File: src/rtl/approx_adder_pipe_if.sv
// Operand/result valid-ready bundle for approx_adder_pipe.
// The slave modport is the adder side and the master modport is the source/sink side.
interface approx_adder_pipe_if #(
  parameter int WIDTH = 16
);
  logic             in_valid;
  logic             in_ready;
  logic [WIDTH-1:0] in_a;
  logic [WIDTH-1:0] in_b;
  logic             out_valid;
  logic             out_ready;
  logic [WIDTH-1:0] out_sum;
  logic             out_cout;
  logic [WIDTH:0]   out_err;

  modport master (
    output in_valid, in_a, in_b, out_ready,
    input  in_ready, out_valid, out_sum, out_cout, out_err
  );

  modport slave (
    input  in_valid, in_a, in_b, out_ready,
    output in_ready, out_valid, out_sum, out_cout, out_err
  );
endinterface

File: src/rtl/approx_adder_pipe.sv
// Two-stage approximate adder with a per-bit exact/approximate mask and an in-line error monitor.
// Each of the low WIDTH-1 bits is either a full adder or an OR-sum/AND-carry cell; the top bit is always exact.
module approx_adder_pipe #(
  parameter int WIDTH = 16,
  parameter int ACC_W = 32
) (
  input  logic               clk,
  input  logic               rst_n,
  approx_adder_pipe_if.slave bus,
  input  logic [WIDTH-2:0]   i_cfg_mask,
  input  logic               i_cfg_we,
  input  logic               i_stat_clr,
  output logic [ACC_W-1:0]   o_err_acc,
  output logic [ACC_W-1:0]   o_err_cnt,
  output logic [WIDTH:0]     o_err_max
);
  localparam int SUM_W = ((ACC_W > WIDTH + 1) ? ACC_W : WIDTH + 1) + 1;
  localparam logic [ACC_W-1:0] ACC_ALL = '1;

  logic [WIDTH-2:0] r_mask;

  logic             r_s1_valid;
  logic [WIDTH-1:0] r_s1_a;
  logic [WIDTH-1:0] r_s1_b;
  logic [WIDTH-2:0] r_s1_mask;

  logic             r_s2_valid;
  logic [WIDTH-1:0] r_out_sum;
  logic             r_out_cout;
  logic [WIDTH:0]   r_out_err;

  logic [ACC_W-1:0] r_err_acc;
  logic [ACC_W-1:0] r_err_cnt;
  logic [WIDTH:0]   r_err_max;

  logic             w_adv1;
  logic             w_adv2;
  logic             w_hs;
  logic [WIDTH-1:0] w_exact_bits;
  logic [WIDTH-1:0] w_sum;
  logic             w_cout;
  logic [WIDTH:0]   w_approx;
  logic [WIDTH:0]   w_exact;
  logic [WIDTH:0]   w_err;
  logic [SUM_W-1:0] w_acc_wide;
  logic [ACC_W-1:0] w_acc_next;
  logic [ACC_W-1:0] w_cnt_next;
  logic [WIDTH:0]   w_max_next;

  assign w_adv2 = !r_s2_valid || bus.out_ready;
  assign w_adv1 = !r_s1_valid || w_adv2;
  assign w_hs   = r_s2_valid && bus.out_ready;

  assign bus.in_ready  = w_adv1;
  assign bus.out_valid = r_s2_valid;
  assign bus.out_sum   = r_out_sum;
  assign bus.out_cout  = r_out_cout;
  assign bus.out_err   = r_out_err;

  assign o_err_acc = r_err_acc;
  assign o_err_cnt = r_err_cnt;
  assign o_err_max = r_err_max;

  always_ff @(posedge clk or negedge rst_n) begin
    if (!rst_n) begin
      r_mask <= '1;
    end else if (i_cfg_we) begin
      r_mask <= i_cfg_mask;
    end
  end

  // The mask is captured with the operands, so a load on the accepting edge only affects later operands.
  always_ff @(posedge clk or negedge rst_n) begin
    if (!rst_n) begin
      r_s1_valid <= 1'b0;
      r_s1_a     <= '0;
      r_s1_b     <= '0;
      r_s1_mask  <= '1;
    end else if (w_adv1) begin
      r_s1_valid <= bus.in_valid;
      if (bus.in_valid) begin
        r_s1_a    <= bus.in_a;
        r_s1_b    <= bus.in_b;
        r_s1_mask <= r_mask;
      end
    end
  end

  assign w_exact_bits = {1'b1, r_s1_mask};

  always_comb begin
    logic c;
    c     = 1'b0;
    w_sum = '0;
    for (int i = 0; i < WIDTH; i++) begin
      if (w_exact_bits[i]) begin
        w_sum[i] = r_s1_a[i] ^ r_s1_b[i] ^ c;
        c        = (r_s1_a[i] & r_s1_b[i]) | (r_s1_a[i] & c) | (r_s1_b[i] & c);
      end else begin
        w_sum[i] = r_s1_a[i] | r_s1_b[i];
        c        = r_s1_a[i] & r_s1_b[i];
      end
    end
    w_cout = c;
  end

  assign w_approx = {w_cout, w_sum};
  assign w_exact  = {1'b0, r_s1_a} + {1'b0, r_s1_b};
  assign w_err    = (w_approx > w_exact) ? (w_approx - w_exact) : (w_exact - w_approx);

  always_ff @(posedge clk or negedge rst_n) begin
    if (!rst_n) begin
      r_s2_valid <= 1'b0;
      r_out_sum  <= '0;
      r_out_cout <= 1'b0;
      r_out_err  <= '0;
    end else if (w_adv2) begin
      r_s2_valid <= r_s1_valid;
      if (r_s1_valid) begin
        r_out_sum  <= w_sum;
        r_out_cout <= w_cout;
        r_out_err  <= w_err;
      end
    end
  end

  // The accumulator is widened past both operands so a single add can never wrap before the clamp.
  assign w_acc_wide = SUM_W'(r_err_acc) + SUM_W'(r_out_err);
  assign w_acc_next = (w_acc_wide > SUM_W'(ACC_ALL)) ? ACC_ALL : w_acc_wide[ACC_W-1:0];
  assign w_cnt_next = ((r_out_err != '0) && (r_err_cnt != ACC_ALL)) ? (r_err_cnt + ACC_W'(1))
                                                                     : r_err_cnt;
  assign w_max_next = (r_out_err > r_err_max) ? r_out_err : r_err_max;

  always_ff @(posedge clk or negedge rst_n) begin
    if (!rst_n) begin
      r_err_acc <= '0;
      r_err_cnt <= '0;
      r_err_max <= '0;
    end else if (i_stat_clr) begin
      r_err_acc <= '0;
      r_err_cnt <= '0;
      r_err_max <= '0;
    end else if (w_hs) begin
      r_err_acc <= w_acc_next;
      r_err_cnt <= w_cnt_next;
      r_err_max <= w_max_next;
    end
  end
endmodule

File: src/flat_wrapper.sv
// flat-port wrapper written by rule: the top's interface ports become plain ports
module approx_adder_pipe_flat 
#(
  parameter int WIDTH = 16,
  parameter int ACC_W = 32
)
  (clk, rst_n, i_cfg_mask, i_cfg_we, i_stat_clr, o_err_acc, o_err_cnt, o_err_max, bus_in_valid, bus_in_a, bus_in_b, bus_out_ready, bus_in_ready, bus_out_valid, bus_out_sum, bus_out_cout, bus_out_err);
  approx_adder_pipe_if #(.WIDTH(WIDTH)) bus_i ();
  input  logic clk;
  input  logic rst_n;
  input  logic [WIDTH-2:0] i_cfg_mask;
  input  logic i_cfg_we;
  input  logic i_stat_clr;
  output logic [ACC_W-1:0] o_err_acc;
  output logic [ACC_W-1:0] o_err_cnt;
  output logic [WIDTH:0] o_err_max;
  input wire logic [$bits(bus_i.in_valid)-1:0] bus_in_valid;
  input wire logic [$bits(bus_i.in_a)-1:0] bus_in_a;
  input wire logic [$bits(bus_i.in_b)-1:0] bus_in_b;
  input wire logic [$bits(bus_i.out_ready)-1:0] bus_out_ready;
  output wire logic [$bits(bus_i.in_ready)-1:0] bus_in_ready;
  output wire logic [$bits(bus_i.out_valid)-1:0] bus_out_valid;
  output wire logic [$bits(bus_i.out_sum)-1:0] bus_out_sum;
  output wire logic [$bits(bus_i.out_cout)-1:0] bus_out_cout;
  output wire logic [$bits(bus_i.out_err)-1:0] bus_out_err;
  assign bus_i.in_valid = bus_in_valid;
  assign bus_i.in_a = bus_in_a;
  assign bus_i.in_b = bus_in_b;
  assign bus_i.out_ready = bus_out_ready;
  assign bus_in_ready = bus_i.in_ready;
  assign bus_out_valid = bus_i.out_valid;
  assign bus_out_sum = bus_i.out_sum;
  assign bus_out_cout = bus_i.out_cout;
  assign bus_out_err = bus_i.out_err;
  approx_adder_pipe #(.WIDTH(WIDTH), .ACC_W(ACC_W)) u_core (.clk(clk), .rst_n(rst_n), .bus(bus_i), .i_cfg_mask(i_cfg_mask), .i_cfg_we(i_cfg_we), .i_stat_clr(i_stat_clr), .o_err_acc(o_err_acc), .o_err_cnt(o_err_cnt), .o_err_max(o_err_max));
endmodule
File: config.mk
export PLATFORM = sky130hd
export DESIGN_NAME = approx_adder_pipe_flat
export DESIGN_NICKNAME = d
export VERILOG_FILES = /design/src/rtl/approx_adder_pipe_if.sv /design/src/rtl/approx_adder_pipe.sv /design/src/flat_wrapper.sv
export SDC_FILE = /design/constraint.sdc
export NUM_CORES = 1
export LEC_CHECK = 0
export ABC_AREA = 1
export CAP_MARGIN = 30
export CORE_MARGIN = 2
export CORE_UTILIZATION = 29
export CTS_CLUSTER_SIZE = 8
export DETAILED_ROUTE_END_ITERATION = 10
export GPL_TIMING_DRIVEN = 0
export PLACE_DENSITY = 0.47
export SLEW_MARGIN = 20
export SYNTH_ARGS = -nofsm -noshare
export SYNTH_HDL_FRONTEND = slang
export SYNTH_SLANG_ARGS = --single-unit
export TNS_END_PERCENT = 5
File: constraint.sdc
create_clock -name clk -period 9.9 [get_ports clk]
set_input_delay 1.485 -clock clk [delete_from_list [all_inputs] [get_ports clk]]
set_output_delay 1.485 -clock clk [all_outputs]
set_load 0.02 [all_outputs]
Word-level counts from Yosys, hierarchy flattened. Index checks and enable logic that the tools add are counted.

Bits in registers: 179. Input port bits: 53. Output and inout port bits: 117. Word-level logic and storage cells: 196.

$add $sub $neg: 5. Order comparisons: 3. Eq/ne operators: 1. Mux-type cells: 39. Bitwise gates (word level): 122. Reduce and logical (&&, ||, !) cells: 14.

Operators by type and width (number): $mux 32 (6); $mux 17 (4); $and 1x1->1 (46); $or 1x1->1 (45); $gt 17x17->1 (2); $sub 17x17->17 (2); $add 32x17->33 (1); $gt 33x32->1 const B (1); $add 32x1->32 const B (1); $ne 32x32->1 const B (1); $xor 1x1->1 (31); $mux 1 (29); $add 16x16->17 (1); $reduce_bool 17->1 (1); $reduce_and 2->1 (4); $reduce_bool 2->1 (3); $logic_and 1x1->1 (2); $logic_not 1->1 (2); $logic_or 1x1->1 (2).

Depth between registers and ports, before layout. Gate-level depths: netlist of run 1.

Depth after elaboration: 62. Gate-level depth with buffers: 57. Mapped depth without buffers: 57.

Worst setup path after synthesis of run 1. OpenSTA, ideal clock, no wires.

Path kind: register -> register. Start point: register u_core.r_s1_b[0]. End point: register u_core.r_out_err[10], in the netlist u_core.bus.out_err[10]. Arrival time: 8.991 ns. Data required time: 9.783 ns. Slack: 0.792 ns. Cell stages (with the launch flop): 57. Period minus slack after synthesis: 9.108 ns. Cells stage by stage: dfrtp_1 ha_1 inv_1 fa_1 inv_1 nand2_1 o21ai_0 fa_1 o21ai_0 fa_1 nand2_1 o21ai_0 fa_1 nand2_1 o21ai_0 fa_1 nand2_1 o21ai_0 [... 21 more ...] fa_1 a21oi_1 fa_1 nand2_1 o21ai_0 fa_1 ha_1 nand2_1 nor2_1 and2_4 nand4_4 nand3_4 nand2_4 buf_6 nand2_1 nand2_1 nand2_1 nand2_1.

RTL lines: start, declared (RTL line approx_adder_pipe.sv:24) `logic [WIDTH-1:0] r_s1_b;`; start signal, assigned (RTL line approx_adder_pipe.sv:83) `r_s1_b <= bus.in_b;`; $and 1x1->1 * (RTL line approx_adder_pipe.sv:98, approx_adder_pipe.sv:101); $and 1x1->1 (RTL line approx_adder_pipe.sv:98) `c = (r_s1_a[i] & r_s1_b[i]) | (r_s1_a[i] & c) | (r_s1_b[i] & c);`; $or 1x1->1 (RTL line approx_adder_pipe.sv:98); $or 1x1->1 * (RTL line approx_adder_pipe.sv:98); $mux 1 * (RTL line approx_adder_pipe.sv:96) `if (w_exact_bits[i]) begin`; $and 1x1->1 (RTL line approx_adder_pipe.sv:98); $or 1x1->1 (RTL line approx_adder_pipe.sv:98); $or 1x1->1 * (RTL line approx_adder_pipe.sv:98); [... 45 more ...]; $and 1x1->1 (RTL line approx_adder_pipe.sv:98); $or 1x1->1 (RTL line approx_adder_pipe.sv:98); $or 1x1->1 * (RTL line approx_adder_pipe.sv:98); $mux 1 * (RTL line approx_adder_pipe.sv:96); $xor 1x1->1 * (RTL line approx_adder_pipe.sv:97) `w_sum[i] = r_s1_a[i] ^ r_s1_b[i] ^ c;`; net u_core.w_approx[15] (RTL line approx_adder_pipe.sv:42) `logic [WIDTH:0] w_approx;`; $gt 17x17->1 * (RTL line approx_adder_pipe.sv:109) `assign w_err = (w_approx > w_exact) ? (w_approx - w_exact) : (w_exact - w_approx);`; $mux 17 * (RTL line approx_adder_pipe.sv:109); end signal, assigned (RTL line approx_adder_pipe.sv:122) `r_out_err <= w_err;`; end, declared (RTL line approx_adder_pipe.sv:30) `logic [WIDTH:0] r_out_err;`.

The timed path passes the listed nets; every way through them passes the cells marked *. A chain may end at the register's enable or synchronous reset.

Worst setup path after layout of run 1.
Start point: register u_core.r_s1_a[0]. End point: register u_core.r_out_err[4], in the netlist u_core.bus.out_err[4].

RTL lines: start, declared (RTL line approx_adder_pipe.sv:23) `logic [WIDTH-1:0] r_s1_a;`; start signal, assigned (RTL line approx_adder_pipe.sv:82) `r_s1_a <= bus.in_a;`; $and 1x1->1 * (RTL line approx_adder_pipe.sv:98, approx_adder_pipe.sv:101); $and 1x1->1 (RTL line approx_adder_pipe.sv:98); $or 1x1->1 (RTL line approx_adder_pipe.sv:98); $or 1x1->1 * (RTL line approx_adder_pipe.sv:98); $mux 1 * (RTL line approx_adder_pipe.sv:96); $and 1x1->1 (RTL line approx_adder_pipe.sv:98); $or 1x1->1 (RTL line approx_adder_pipe.sv:98); $or 1x1->1 * (RTL line approx_adder_pipe.sv:98); [... 45 more ...]; $and 1x1->1 (RTL line approx_adder_pipe.sv:98); $or 1x1->1 (RTL line approx_adder_pipe.sv:98); $or 1x1->1 * (RTL line approx_adder_pipe.sv:98); $mux 1 * (RTL line approx_adder_pipe.sv:96); $xor 1x1->1 * (RTL line approx_adder_pipe.sv:97); net u_core.w_approx[15] (RTL line approx_adder_pipe.sv:42); $gt 17x17->1 * (RTL line approx_adder_pipe.sv:109); $mux 17 * (RTL line approx_adder_pipe.sv:109).

Marks and branches as above.

==> metrics.csv, run 1 <==
metric,value,unit
status,"complete, no violations",
Hold Fails Final Rpt,0,
crit-path max FO,10,
Critical R2R Capture,u_core.bus.out_err[4],
critical path class,register to register,
Gate Count Post-Synth,2057,
vias post-DR,13200,
FF/Latch Area,0.00452,sq mm
Pwr Density,255,mW/mm^2
Final Core Density,0.361,
fin area,0.0171,sq mm
number of CTS-inserted buffers,17,
boundary pin count,170,
Worst Path Buf+Inv,3,
RSZ-0062 raised after global routing,no,
Tot Pwr,4350,uW
Detailed Routing Iterations Pass 1,5,
core area,0.0474,sq mm
r2r setup slk,660,ps
Worst slew margin,0.530,
CTS root buffer,clkbuf_16,
WP data arrival,9630,ps
placed instance area,0.0164,sq mm
CP max stage delay,490,ps
"Max stage delay cell, worst path",fa_2,
Die Span Y,223,um
Final Max Tran Viols,0,
yosys synthesis warning count,0,
CP Capture Type,register,
Overflow after GRT,0,
H-tree lvl count,4,
R2R depth,56,
area occupied by multi-input gates,0.00811,sq mm
first-pass GRT wire length,70500,um
per-cell routed wire length,15.2,um
Final Net Count,2421,
clk sinks,179,
#FFs+latches synth,179,
FMAX,108,MHz
most common cell type on the critical path,nand2_1,
dpl ws,-204,ps
"Net Count, Synth",2227,
Diodes inserted,0,
Die ar.,0.0496,sq mm
Layout Skew,13.8,ps
GP Congestion,0.881,
Post-synth EDFFs,0,
later-pin clock latency in the skew report,500,ps
clock slew at reported path FFs,70,ps
largest delay contributor family on the critical path,adder cells,
vias in the first global route,12900,
final worst path period share,0.934,
synth-to-layout area growth,23.2,%
Max Buffers Root-to-Sink,2,
worst r2r src,u_core.r_s1_a[0],
Synth cell types,47,
Fill cells,5186,
GR Util All Layers,0.184,
hold wc startpoint,u_core.r_mask[6],
final worst slack,658,ps
final setup violating endpoints,0,
Vias/cell,4.59,
Critical Path Stages,56,
Mean Syn Cell Area,6.75,sq um
Worst Setup EP,u_core.bus.out_err[4],
Rows,80,
CP startpoint kind,register,
DP HPWL,35700,um
predominant post-synthesis flop cell,dfrtp_1,
Leak,0.00866,uW
chip width,223,um
post-layout min period,9240,ps
hold crit path type,register to register,
ys async rst share,1.00,
share of cells above drive strength 1,0.0605,
max_cap viols,0,
worst-margin pin slew,705,ps
DR DRC count,0,
Iteration-0 DRC Markers,943,
initial antenna violation count,0,
Synth Cell Area,0.0139,sq mm
largest net degree at the start of global routing,91,
Starting Density,0.293,
required time at the worst-slack endpoint,10290,ps
crit path from,u_core.r_s1_a[0],
CTS tree,done,
IO Port Bufs,168,
WL final,43900,um
Post-DRT Antenna Nets,0,
sequential fraction of the synthesis area,0.325,
Peak supply drop,0.155,mV
## cell usage after synthesis (3+ instances only)
| library cell | instances | area [sq um] |
|---|---|---|
| nand2_1 | 741 | 2780 |
| inv_1 | 286 | 1070 |
| dfrtp_1 | 149 | 3730 |
| nor2_1 | 146 | 548 |
| nand3_1 | 135 | 676 |
| o21ai_0 | 101 | 505 |
| ha_1 | 99 | 1240 |
| a21oi_1 | 88 | 440 |
| xor2_1 | 50 | 438 |
| nand4_1 | 35 | 219 |
| nor3_1 | 32 | 160 |
| clkbuf_1 | 30 | 113 |
| dfstp_2 | 30 | 788 |
| o21ai_1 | 24 | 120 |
| fa_1 | 18 | 360 |
| xnor2_1 | 13 | 114 |
| buf_2 | 12 | 60.1 |
| inv_2 | 7 | 26.3 |
| o21bai_1 | 7 | 52.6 |
| buf_4 | 5 | 37.5 |
| nand2_2 | 4 | 25.0 |
| a21o_1 | 3 | 22.5 |
| buf_1 | 3 | 11.3 |
| nand3b_1 | 3 | 22.5 |
| nor2_2 | 3 | 18.8 |
| nor2_4 | 3 | 33.8 |
## metrics by stage
step                      hold slack [ps]  setup TNS [ps]  std cells
after floorplan                       455               0       2057
after global placement                467          -94010       2840
after detailed placement              472           -2780       2842
after CTS                             484               0       2876
after global routing                  503               0       2879
final                                 477               0       2879
## power by group
group          total, uW  internal, uW  switching [uW]
registers           1060           871             188
logic               2580           966            1610
clock network        715           381             333
total               4350          2220            2140
## logic make-up after synthesis
kind of cell / after synthesis / synth area share
adders and majority gates: 117 / 0.115
xor gates and xnor gates: 63 / 0.0397
muxes: 2 / 0.00162
and+or+nand+nor: 1121 / 0.336
buffers and inverters: 346 / 0.0966
AOI/OAI and AO/OA: 229 / 0.0853
DFF: 179 / 0.325
## worst min path at each step
stage	slack [ps]	to	cells past startpoint
after floorplan	450	u_core.r_mask[0]	2
after global placement	470	u_core.r_mask[8]	2
after detailed placement	470	u_core.r_mask[6]	2
after CTS	480	u_core.r_mask[6]	2
after global routing	500	u_core.r_mask[12]	2
final	480	u_core.r_mask[6]	2
## worst min-delay path, delay by kind of cell, from the launching register on
family	cells	cell delay, ps
buffers and inverters	1	50
flip-flops	1	360
AO/OA/AOI/OAI	1	60
## area by class of cell
cell class | count | area share
multi-input cells | 1532 | 0.474
flip-flops and latches | 179 | 0.264
repair buffers | 175 | 0.104
inverters | 294 | 0.0645
well taps | 615 | 0.0450
clock buffers | 19 | 0.0259
plain buffers | 52 | 0.0139
clock inverters | 13 | 0.00878
## routing by layer
metal | vias up | routed length (um) | track usage
met3 | 47 | 2150 | 0.0382
met5 | - | 0 | 0
li1 | 6870 | - | -
met4 | 0 | 1040 | 0.0630
met2 | 297 | 19600 | 0.290
met1 | 6010 | 21100 | 0.249
## timing repair
action	4_1_cts	5_1_grt
pin swaps	4	7
gates resized for setup	9	26
endpoints found under the hold margin	0	0
hold buffers	0	0
endpoints found under the setup margin	16	16
buffers inserted	2	3
## cell usage in the layout (no fill, tap or decap), types with 3 or more instances in the layout
cell and count:
nor2_1 145, inv_2 7, inv_6 3, buf_4 10, ha_1 96, dfrtp_1 149, buf_1 3, clkinvlp_4 4
nor3_1 32, xor2_1 50, clkbuf_16 17, a21o_1 3, clkbuf_1 31, a21oi_1 85, nand3_1 135, o21bai_1 7
xnor2_1 13, o21ai_0 88, o21ai_2 3, nand2_1 739, nor2_4 5, fa_2 6, a21oi_2 3, o21ai_1 34
nand4_1 35, nand3b_1 3, buf_2 12, dfstp_2 30, fa_1 12, inv_1 286, clkdlybuf4s50_1 167, nand2_2 6
## flip-flops by register name, summed over array words and instances, names as in the netlist
signal	cells
u_core.o_err_acc	32
u_core.o_err_cnt	32
u_core.bus.out_err	17
u_core.o_err_max	17
u_core.bus.out_sum	16
u_core.r_s1_a	16
u_core.r_s1_b	16
u_core.r_mask	15
u_core.r_s1_mask	15
u_core.bus.out_cout	1
u_core.bus.out_valid	1
u_core.r_s1_valid	1
(Power assumes the default switching activity.)
==> run 2, diff against run 1 <==
- REMOVE_ABC_BUFFERS: default -> 1
==> metrics.csv, run 2 (synthesized netlist as in run 1, its figures left out) <==
metric,value,unit,change
Hold Fails Final Rpt,0,,unchanged
GR Util All Layers,0.176,,-0.00754
status,"complete, no violations",,
DR DRC count,0,,unchanged
later-pin clock latency in the skew report,490,ps,about the same
per-cell routed wire length,14.9,um,-2.5%
critical path class,register to register,,
WP data arrival,9740,ps,+110 ps
"most common cell after layout, fill and taps aside",nand2_1,,
DP HPWL,33300,um,-6.7%
"Max stage delay cell, worst path",fa_1,,
Leak,0.00870,uW,+0.48%
CP max stage delay,500,ps,about the same
first-pass GRT wire length,69000,um,-2.1%
Max Buffers Root-to-Sink,2,,unchanged
Non-Filler Instances,2841,,-1.3%
largest net degree at the start of global routing,78,,-14%
Vias/cell,4.60,,+0.14%
Hold Buf Count CTS,0,,unchanged
Die Span Y,223,um,unchanged
required time at the worst-slack endpoint,10330,ps,+40 ps
Overflow after GRT,0,,unchanged
GP Congestion,0.860,,-2.4%
chip width,223,um,unchanged
Final Net Count,2383,,-1.6%
Clk pwr share,0.173,,+0.009
core area,0.0474,sq mm,unchanged
CTS root buffer,clkbuf_16,,
Reg power frac,0.238,,-0.005
worst-margin pin slew,791,ps,+85.9 ps
IO Port Bufs,169,,+0.60%
Iteration-0 DRC Markers,670,,-29%
boundary pin count,170,,unchanged
max_cap viols,0,,unchanged
Peak supply drop,0.113,mV,-27%
switch share,0.484,,-0.00654
share of cells above drive strength 1,0.0624,,+0.00193
Die ar.,0.0496,sq mm,unchanged
R2R depth,55,,-1.8%
Diodes inserted,0,,unchanged
synth-to-layout area growth,24.0,%,
"commonest non-fill, non-tap cells in the layout","nand2_1 (738), inv_1 (284), clkdlybuf4s50_1 (168)",,
CTS tree,done,,
CP Capture Type,register,,
Tot Pwr,4440,uW,+2.1%
hold depth,2,,unchanged
Starting Density,0.293,,unchanged
Internal,2290,uW,+3.4%
crit-path max FO,5,,-5
placed instance area,0.0163,sq mm,-0.37%
WL final,42300,um,-3.7%
FMAX,107,MHz,-0.76%
hold crit path type,register to register,,
Final Max Tran Viols,0,,unchanged
Rows,80,,unchanged
most common cell type on the critical path,nand2_1,,
Post-DRT Antenna Nets,0,,unchanged
CP startpoint kind,register,,
setup TNS,0,ps,unchanged
vias in the first global route,13000,,+0.32%
Comb pwr share,0.589,,-0.004
clock slew at reported path FFs,80,ps,about the same
Pwr Density,258,mW/mm^2,+1.4%
post-layout min period,9310,ps,+71.0 ps
Placed Cells incl. Taps,2798,,-1.5%
H-tree lvl count,4,,unchanged
clk sinks,179,,unchanged
Layout Skew,9.15,ps,-4.61 ps
vias post-DR,13100,,-1.2%
final setup violating endpoints,0,,unchanged
initial antenna violation count,0,,unchanged
Worst slew margin,0.471,,-0.0585
Psw,2150,uW,+0.69%
final worst path period share,0.941,,+0.00717
number of CTS-inserted buffers,17,,unchanged
fin area,0.0172,sq mm,+0.63%
Detailed Routing Iterations Pass 1,5,,unchanged
[run 2: power groups by stage]
stage | Combinational (uW) | Clock, uW | Sequential, uW
after floorplan | 1650 | 0 | 1100
after CTS | 2590 | 803 | 1060
after detailed placement | 2500 | 0 | 1070
after global placement | 2460 | 0 | 1070
after global routing | 3000 | 821 | 1080
final | 2620 | 768 | 1060
[run 2: critical path: cells and delay by family (launching register included)]
family                     cells  cell delay (ps)
and+or+nand+nor               21             1730
adders and majority gates     17             5650
buffers and inverters          3              300
AOI/OAI and AO/OA             14             1200
DFF                            1              390
[run 2: final cells by class]
cell class | instances | area, sq um
Clock buffer | 17 | 425
Tap cell | 615 | 769
Inverter | 294 | 1100
Timing Repair Buffer | 188 | 2020
Multi-Input combinational cell | 1533 | 8160
Clock inverter | 15 | 216
Sequential cell | 179 | 4520
Fill cell | 5178 | 30200
[run 2: final timing paths]
| kind | start | endpoint | slack [ps] |
|---|---|---|---|
| setup / recovery | u_core.r_s1_a[0] | u_core.bus.out_err[4] | 590 |
| hold / removal | u_core.r_mask[4] | u_core.r_mask[4] | 480 |
| setup reg to reg | u_core.r_s1_a[0] | u_core.bus.out_err[4] | 590 |
| hold reg to reg | u_core.r_mask[4] | u_core.r_mask[4] | 480 |
| max in group asynchronous | rst_n | u_core.o_err_acc[23] | 7960 |
| min in group asynchronous | rst_n | u_core.bus.out_sum[3] | 890 |
[run 2: layer usage]
metal	wire [um]	track usage	vias to the layer above	share of wire
li1	-	-	6785	-
met1	20200	0.233	6028	0.48
met4	746	0.0567	0	0.018
met2	19900	0.295	215	0.47
met5	0	0	-	0
met3	1340	0.0271	40	0.032
[run 2: through the flow]
step	utilization	setup WS, ps	hold WS, ps
finish	0.363	587	482
global route	0.363	-11.8	504
CTS	0.361	4.46	485
detailed placement	0.344	-627	472
global placement	0.339	-825	466
floorplan	-	745	455
[run 2: what timing repair did]
item | in CTS | in global routing
cloned | 1 | 1
pin swaps | 8 | 10
setup endpoints to repair | 16 | 16
buffers inserted | 6 | 3
resized for setup | 16 | 21
